File: src/rtl/fir_pkg.sv
// Shared types and constants for the time-multiplexed audio FIR.
// Default coefficient set is a 32-tap symmetric low-pass in Q1.17.
package fir_pkg;

  localparam int SAMPLE_W       = 24;
  localparam int COEF_W_DEFAULT = 18;
  localparam int MAX_TAPS       = 240;
  localparam int NTAPS_DEFAULT  = 32;

  typedef enum logic [1:0] {
    IDLE,
    MAC,
    DRAIN,
    ROUND
  } fir_state_e;

  localparam logic [NTAPS_DEFAULT-1:0][COEF_W_DEFAULT-1:0] FIR_COEFS = {
    18'd200,  18'd400,  18'd700,  18'd1000, 18'd1400, 18'd1900, 18'd2400, 18'd3000,
    18'd3600, 18'd4200, 18'd4800, 18'd5300, 18'd5800, 18'd6200, 18'd6500, 18'd6700,
    18'd6700, 18'd6500, 18'd6200, 18'd5800, 18'd5300, 18'd4800, 18'd4200, 18'd3600,
    18'd3000, 18'd2400, 18'd1900, 18'd1400, 18'd1000, 18'd700,  18'd400,  18'd200
  };

endpackage

File: src/rtl/fir_delay_line.sv
// Circular sample buffer: one write port at wr_ptr, one registered read port
// addressed as an age offset behind wr_ptr (a same-cycle write is forwarded).
module fir_delay_line
  import fir_pkg::*;
#(
  parameter int NTAPS = 32,
  localparam int PTR_W = $clog2(NTAPS)
) (
  input  logic                       i_clk,
  input  logic                       i_rst_n,
  input  logic                       i_wr_en,
  input  logic signed [SAMPLE_W-1:0] i_wr_dat,
  input  logic                       i_ptr_adv,
  input  logic        [PTR_W-1:0]    i_rd_tap,
  output logic signed [SAMPLE_W-1:0] o_rd_dat
);

  logic signed [SAMPLE_W-1:0] mem_q [NTAPS];
  logic signed [SAMPLE_W-1:0] mem_d [NTAPS];
  logic        [PTR_W-1:0]    wr_ptr_q, wr_ptr_d;
  logic signed [SAMPLE_W-1:0] rd_dat_q, rd_dat_d;
  logic        [PTR_W:0]      rd_sum;
  logic        [PTR_W-1:0]    rd_addr;

  always_comb begin
    mem_d = mem_q;
    if (i_wr_en) mem_d[wr_ptr_q] = i_wr_dat;

    // (wr_ptr - tap) mod NTAPS without a divider
    rd_sum = {1'b0, wr_ptr_q} + (PTR_W+1)'(NTAPS) - {1'b0, i_rd_tap};
    if (rd_sum >= (PTR_W+1)'(NTAPS)) rd_addr = PTR_W'(rd_sum - (PTR_W+1)'(NTAPS));
    else                             rd_addr = PTR_W'(rd_sum);

    if (i_wr_en && (rd_addr == wr_ptr_q)) rd_dat_d = i_wr_dat;
    else                                  rd_dat_d = mem_q[rd_addr];

    wr_ptr_d = wr_ptr_q;
    if (i_ptr_adv) begin
      if (wr_ptr_q == PTR_W'(NTAPS-1)) wr_ptr_d = '0;
      else                             wr_ptr_d = wr_ptr_q + PTR_W'(1);
    end
  end

  always_ff @(posedge i_clk or negedge i_rst_n) begin
    if (!i_rst_n) begin
      for (int i = 0; i < NTAPS; i++) mem_q[i] <= '0;
      wr_ptr_q <= '0;
      rd_dat_q <= '0;
    end else begin
      mem_q    <= mem_d;
      wr_ptr_q <= wr_ptr_d;
      rd_dat_q <= rd_dat_d;
    end
  end

  assign o_rd_dat = rd_dat_q;

endmodule

File: src/rtl/audio_fir.sv
// Time-multiplexed FIR, one MAC per clock, NTAPS+3 clock latency; ticks while busy are dropped (sticky o_overrun).
// FIR_SATURATE_EN clamps the rounded result to 24 bits instead of wrapping.
module audio_fir
  import fir_pkg::*;
#(
  parameter int                            NTAPS  = NTAPS_DEFAULT,
  parameter int                            COEF_W = COEF_W_DEFAULT,
  parameter logic [NTAPS-1:0][COEF_W-1:0] COEFS  = FIR_COEFS
) (
  input  logic                       i_clk,
  input  logic                       i_rst_n,
  input  logic                       i_sample_tick,
  input  logic signed [SAMPLE_W-1:0] i_sample,
  output logic signed [SAMPLE_W-1:0] o_sample,
  output logic                       o_valid,
  output logic                       o_busy,
  output logic                       o_overrun
);

  localparam int PTR_W  = $clog2(NTAPS);
  localparam int PROD_W = SAMPLE_W + COEF_W;
  localparam int ACC_W  = PROD_W + $clog2(NTAPS);

  localparam logic signed [ACC_W-1:0] RND_K   = ACC_W'(1) << (COEF_W-2);
  localparam logic signed [ACC_W-1:0] SAT_MAX = ACC_W'((2**(SAMPLE_W-1)) - 1);
  localparam logic signed [ACC_W-1:0] SAT_MIN = ACC_W'(-(2**(SAMPLE_W-1)));

  fir_state_e                 state_q, state_d;
  logic        [PTR_W-1:0]    idx_q, idx_d;
  logic signed [PROD_W-1:0]   prod_q, prod_d;
  logic                       prod_vld_q, prod_vld_d;
  logic signed [ACC_W-1:0]    acc_q, acc_d;
  logic signed [SAMPLE_W-1:0] sample_q, sample_d;
  logic                       valid_q, valid_d;
  logic                       busy_q, busy_d;
  logic                       overrun_q, overrun_d;

  logic                       wr_en, ptr_adv;
  logic        [PTR_W-1:0]    rd_tap;
  logic signed [SAMPLE_W-1:0] rd_dat;
  logic signed [COEF_W-1:0]   coef;
  logic signed [PROD_W-1:0]   rd_ext, coef_ext;
  logic signed [ACC_W-1:0]    rnd, shifted;
  logic signed [SAMPLE_W-1:0] res;

  fir_delay_line #(.NTAPS(NTAPS)) u_dly (
    .i_clk     (i_clk),
    .i_rst_n   (i_rst_n),
    .i_wr_en   (wr_en),
    .i_wr_dat  (i_sample),
    .i_ptr_adv (ptr_adv),
    .i_rd_tap  (rd_tap),
    .o_rd_dat  (rd_dat)
  );

  always_comb begin
    coef     = COEFS[idx_q];
    rd_ext   = PROD_W'(rd_dat);
    coef_ext = PROD_W'(coef);
    prod_d   = rd_ext * coef_ext;

    rnd     = acc_q + RND_K;
    shifted = rnd >>> (COEF_W-1);
`ifdef FIR_SATURATE_EN
    if (shifted > SAT_MAX)      res = SAT_MAX[SAMPLE_W-1:0];
    else if (shifted < SAT_MIN) res = SAT_MIN[SAMPLE_W-1:0];
    else                        res = shifted[SAMPLE_W-1:0];
`else
    res = shifted[SAMPLE_W-1:0];
`endif
  end

`ifndef FIR_SATURATE_EN
  logic unused_hi;
  assign unused_hi = ^shifted[ACC_W-1:SAMPLE_W];
`endif

  always_comb begin
    state_d    = state_q;
    idx_d      = idx_q;
    acc_d      = acc_q;
    sample_d   = sample_q;
    valid_d    = 1'b0;
    busy_d     = (state_q != IDLE) || i_sample_tick;
    overrun_d  = overrun_q || (i_sample_tick && (state_q != IDLE));
    prod_vld_d = (state_q == MAC);
    wr_en      = 1'b0;
    ptr_adv    = 1'b0;
    rd_tap     = '0;

    // Products land one cycle after their read; accumulate them as they arrive.
    if (prod_vld_q) acc_d = acc_q + ACC_W'(prod_q);

    case (state_q)
      IDLE: begin
        if (i_sample_tick) begin
          wr_en   = 1'b1;
          acc_d   = '0;
          idx_d   = '0;
          state_d = MAC;
        end
      end
      MAC: begin
        // Prefetch the next tap so the read register is ready at idx+1.
        rd_tap = idx_q + PTR_W'(1);
        if (idx_q == PTR_W'(NTAPS-1)) state_d = DRAIN;
        else                          idx_d   = idx_q + PTR_W'(1);
      end
      DRAIN: state_d = ROUND;
      ROUND: begin
        sample_d = res;
        valid_d  = 1'b1;
        ptr_adv  = 1'b1;
        state_d  = IDLE;
      end
      default: state_d = IDLE;
    endcase
  end

  always_ff @(posedge i_clk or negedge i_rst_n) begin
    if (!i_rst_n) begin
      state_q    <= IDLE;
      idx_q      <= '0;
      prod_q     <= '0;
      prod_vld_q <= 1'b0;
      acc_q      <= '0;
      sample_q   <= '0;
      valid_q    <= 1'b0;
      busy_q     <= 1'b0;
      overrun_q  <= 1'b0;
    end else begin
      state_q    <= state_d;
      idx_q      <= idx_d;
      prod_q     <= prod_d;
      prod_vld_q <= prod_vld_d;
      acc_q      <= acc_d;
      sample_q   <= sample_d;
      valid_q    <= valid_d;
      busy_q     <= busy_d;
      overrun_q  <= overrun_d;
    end
  end

  assign o_sample  = sample_q;
  assign o_valid   = valid_q;
  assign o_busy    = busy_q;
  assign o_overrun = overrun_q;

endmodule

File: config.mk
export PLATFORM = sky130hd
export DESIGN_NAME = audio_fir
export DESIGN_NICKNAME = d
export VERILOG_FILES = /design/src/rtl/fir_pkg.sv /design/src/rtl/fir_delay_line.sv /design/src/rtl/audio_fir.sv
export SDC_FILE = /design/constraint.sdc
export NUM_CORES = 2
export LEC_CHECK = 0
export BUFFER_PORTS_ARGS = -buffer_cell sky130_fd_sc_hd__buf_2
export CAP_MARGIN = 10
export CORE_ASPECT_RATIO = 1.4
export CORE_MARGIN = 2
export CORE_UTILIZATION = 55
export CTS_CLUSTER_SIZE = 30
export DETAILED_ROUTE_END_ITERATION = 10
export PLACE_DENSITY = 0.75
export SLEW_MARGIN = 30
export SYNTH_ARGS = -nofsm -noshare
export SYNTH_HDL_FRONTEND = slang
export SYNTH_HIERARCHICAL = 1
export SYNTH_SLANG_ARGS = --single-unit
File: constraint.sdc
create_clock -name i_clk -period 9.7 [get_ports i_clk]
set_input_delay 0.485 -clock i_clk [delete_from_list [all_inputs] [get_ports i_clk]]
set_output_delay 0.485 -clock i_clk [all_outputs]
set_load 0.05 [all_outputs]
# After elaboration in Yosys (flattened, before gate mapping)
# Memory sizes are Yosys's and may differ from the RTL's.
# Cells that the tools add are included.
classes:
  n_addsub: 7
  n_mul: 1
  div: 0
  order_cmp: 5
  eq_ne: 9
  shift: 0
  mux: 23
  bitwise_logic: 2
  reduce_logical: 10
ops:
  columns: ["cell", "count"]
  rows:
  - ["$bwmux 768", 1]
  - ["$mux 47", 3]
  - ["$bmux 24 s5", 1]
  - ["$demux 24 s5", 1]
  - ["$mux 24", 4]
  - ["$add 47x42->47", 1]
  - ["$mul 24x18->42", 1]
  - ["$add 41x18->41 const B", 1]
  - ["$mux 5", 5]
  - ["$ge 6x6->1 const B", 3]
  - ["$mux 18", 1]
  - ["$not 5->6", 2]
  - ["$add 5x1->5 const B", 2]
  - ["$eq 5x5->1 const B", 2]
  - ["$pmux 5 s2", 1]
  - ["$pmux 2 s4", 1]
  - ["$add 5x6->6 const B", 1]
  - ["$lt 5x6->1 const B", 1]
  - ["$lt 6x1->1 const B", 1]
  - ["$sub 6x5->6", 1]
  - ["$eq 5x5->1", 1]
  - ["$sub 5x1->5 const B", 1]
  - ["$eq 2x2->1 const B", 2]
  - ["$mux 2", 2]
  - ["10 further kinds", 17]
word_totals:
  ff_bits: 921
  latch_bits: 0
  ram_bits: 0
  rom_bits: 576
  output_inout_bits: 27
  word_cells: 101
  memories: 1
memory_table:
  columns: ["memory", "words", "width", "read_ports", "rd_ports_with_merged_regs", "write_ports", "line", "text"]
  rows:
  - ["(name not given)", 32, 18, 1, 0, 0, "audio_fir.sv:57", "coef = COEFS[idx_q];"]

# Depth between registers and ports, before layout
depth:
  depth_word: 10
  mapped_depth: 32
  mapped_depth_nobuf: 30

# By module
# The synthesis kept the hierarchy.
modules_own_cells:
  columns: ["mod", "instances", "cells_per_inst", "area_each_um2", "seq_area_each_um2"]
  rows:
  - ["fir_delay_line", 1, 2474, 36396.2, 19944.1]
  - ["audio_fir", 1, 2027, 17854.6, 2827.7]

# Least setup slack after synthesis
# No wires, ideal clock.
synth_timing:
  path_type: "reg-to-reg"
  start: "reg idx_q[1]"
  end: "reg prod_q[39]"
  t_arrival_ps: 7666
  t_required_ps: 9620
  setup_slack_ps: 1955
  path_stages_with_launch: 30
  period_less_slack_ps: 7745
  path_cell_list: "dfrtp_1 inv_1 ha_1 clkbuf_1 nand2b_1 a21oi_1 a221oi_1 clkbuf_1 nand2_1 fa_1 inv_1 fa_1 inv_1 fa_1 inv_1 fa_1 fa_1 inv_1 fa_1 inv_1 ha_1 a21oi_1 nor2b_1 o21ai_0 nand2b_1 a21o_1 a21o_1 a21o_1 a221oi_1 xnor2_1"
synth_via:
  elab_chain_cells: 3
synth_rtl:
  columns: ["item", "line", "text"]
  rows:
  - ["from (decl)", "audio_fir.sv:29", "logic [PTR_W-1:0] idx_q, idx_d;"]
  - ["from (signal assigned)", "audio_fir.sv:133", "idx_q <= idx_d;"]
  - ["$mem_v2 32x18", null, null]
  - ["$mux 18 (not written as such)", "audio_fir.sv:57", null]
  - ["$mul 24x18->42", "audio_fir.sv:60", "prod_d = rd_ext * coef_ext;"]
  - ["via prod_d[39]", "audio_fir.sv:30", "logic signed [PROD_W-1:0] prod_q, prod_d;"]
  - ["to (signal assigned)", "audio_fir.sv:134", "prod_q <= prod_d;"]
  - ["to (decl)", "audio_fir.sv:30", null]
# The timed path passes the listed nets, and every way through them passes these cells. The select of a mux whose other input is x is not followed.
# A chain may end at the register's enable or synchronous reset.

# Worst setup path after layout
# Ends and elaborated chain as after synthesis.

==> out/qor.yml <==
nFillCells: 7825
register_area_sq_um: 22800
coreArea_sq_um: 98000
slowest_stage: "fa_1"
required_ns: 10.29
critPathMaxStageDelay_ns: 0.72
antenna_left: 0
rows: 136
critPathBufInv: 7
synth-seq-cells: 910
synth.distinct_cells: 78
max_freq_mhz: 123
grt_max_degree: 188
hold_path_class: "in -> reg"
slew_violations: 0
clock_sinks: 910
route.detailed.drc: 0
grt_use_total_pct: 25.6
grt_pass1_vias: 37000
avgSynthCellArea_sq_um: 12.1
first_pass_iters: 5
fin_nets: 4854
worstSetupPathType: "reg -> reg"
drt_iter0_markers: 2523
die_area_sq_um: 101000
hold_depth: 2
final.setup.tns_ns: 0
cp_top_family: "adder cells"
fin_skew_ns: 0.0318
die_height_microns: 376
multi_input_area_sq_um: 28900
arrival_ns: 8.73
cp_max_fo: 24
status: "complete, no violations"
ctsRootBufferMaster: "clkbuf_16"
fin_ws_ns: 1.57
finalHoldViolations: 0
die_w_microns: 269
area_growth_pct: 8.34
syn_area_sq_um: 54300
htree_num_levels: 3
final_layout_size_suffix_gt1_share_pct: 29.3
finalWirelength_mm: 127
synth_edf_count: 0
yosysSeqAreaShare_pct: 42.0
start_kind: "flip-flop"
busiest_layer: "met2"
num_io_pins: 54
synth_warnings: 6
start_util_pct: 55.4
clock_latency_ns: 0.70
rsz0062_at_grt: "no"
postCtsSetupBuffers: 0
async_flop_share_pct: 100
finalCritPeriodShare_pct: 83.9
antenna_found_initial: 6
via_count: 34300
cts-buffers-inserted: 87
grt_pass1_wl_mm: 204
max-clock-path-buffers: 3
avgViaCountPerCell: 5.95
slew_headroom_pct: 36.9
reg2reg_depth: 28
worst_slew_pin_slew_ns: 0.942
grt-ovfl-total: 0
setup_viol: 0
io_buffers: 53
wl_per_cell_microns: 22.0
cap_viol_max_count: 0
synth_fp_nets: 4966
cp-end-kind: "flip-flop"
syn-instance-count: 4501
min_period_ns: 8.13
hpwl_mm: 81.9
final_core_util_pct: 60.0
synthFlopType: "dfrtp_1"
tritoncts: "built"
use_met3_pct: 3.33
use_met1_pct: 30.4
cts.clk_slew.worst_paths_ns: 0.06
cp.depth: 28
use_met2_pct: 46.5
preCtsSetupSlack_ns: 1.30
gp_congestion: 0.868
==> per-layer routing <==
| layer | vias to the layer above | part of all wire (%) |
|---|---|---|
| met5 | - | 0.020 |
| met4 | 6 | 4.2 |
| met3 | 297 | 4.6 |
| met2 | 910 | 52 |
| met1 | 17900 | 39 |
| li1 | 15200 | - |
==> synthesized netlist by cell type, types with 5 or more instances <==
library cell    n  area [sq um]
xnor2_1        45           394
a211oi_1       10          75.1
nor2_1        133           499
nand4_1        65           407
nor3_1         11          55.1
a31oi_1        37           231
mux4_2        192          4320
buf_2          94           470
and2_1        154           963
ha_1          200          2500
and3_1         18           113
nor2b_1        55           344
a21boi_0        5          37.5
o21ai_0        73           365
nand3b_1       12          90.1
nand2b_1       13          81.3
inv_1         383          1440
nand2_1       394          1480
mux2i_1        28           280
a21oi_1       107           536
or3_1          12          75.1
clkbuf_1      228           856
or2_2           5          31.3
fa_1          238          4760
buf_1           6          22.5
o211ai_1       54           405
nor4_1         26           163
o21a_1          7          52.6
o21bai_1       12          90.1
nand3_1        35           175
mux2_2        771          8680
a21o_1         51           383
xor2_1         46           403
dfrtp_1       910         22800
==> metrics by stage <==
step	cell area, sq um	std cells	hold slack [ns]
after floorplan	54300	4501	0.189
after global placement	55600	5608	0.441
after detailed placement	55600	5608	0.446
after CTS	58700	5767	0.0154
after global routing	58800	5770	0.0616
final	58800	5772	0.0511
==> repair_timing <==
action | 4_1_cts | 5_1_grt
hold buffers | 1 | 0
gates resized for setup | 0 | 0
hold endpoints to repair | 103 | 0
==> sequential cells by signal, indices dropped and copies added, names as in the netlist, 2 cells and up <==
name and count:
u_dly/wr_ptr_q 5, idx_q 5, o_sample 24, prod_q 39, u_dly/o_rd_dat 24, acc_q 39, u_dly/mem_q 768, state_q 2
==> cells by family after synthesis <==
kind of cell               Yosys count  share of synthesized area, %
DFF                                910                          42.0
and+or+nand+nor                    950                          8.52
adders and majority gates          438                          13.4
xor gates and xnor gates            95                          1.62
buffers and inverters              714                          5.17
AOI/OAI and AO/OA                  403                          4.82
muxes                              991                          24.5
==> final cells by class <==
class	instances	share of cell area, %
Inverter	384	2.45
Sequential cell	910	38.7
Timing Repair Buffer	129	1.69
Antenna cell	3	0.0128
Clock inverter	35	0.900
Tap cell	1311	2.79
Clock buffer	123	4.31
Multi-Input combinational cell	2877	49.1
==> cells in the final DEF, fill, tap and decap left out, types with 22 or more instances in the layout <==
cell type  netlist  layout
inv_1          383     383
mux4_2         192     192
a21oi_1        107     105
and2_1         154     153
clkbuf_8         0      22
clkbuf_16        0      87
dfrtp_1        910     908
nor2_1         133     101
o211ai_1        54      54
buf_4            0      64
mux2i_1         28      28
buf_2           94      52
a21o_1          51      51
ha_1           200     198
nand4_1         65      65
a31oi_1         37      36
xor2_1          46      44
mux2_2         771     771
o21ai_0         73      67
nand2_1        394     394
xnor2_1         45      45
fa_1           238     237
nand3_1         35      35
nor2_2           0      32
nor4_1          26      26
nor2b_1         55      55
==> worst paths after layout <==
check	startpoint	to	slack, ns
setup / recovery	idx_q[1]	prod_q[39]	1.57
hold / removal	i_sample_tick	o_overrun	0.05
max in group asynchronous	i_rst_n	u_dly/mem_q[28]	7.02
hold reg to reg	o_overrun	o_overrun	0.46
setup reg to reg	idx_q[1]	prod_q[39]	1.57
min in group asynchronous	i_rst_n	acc_q[11]	0.48
Power is not shown: default switching activity piles up to over one toggle a cycle in this logic, so the estimate is an artifact.
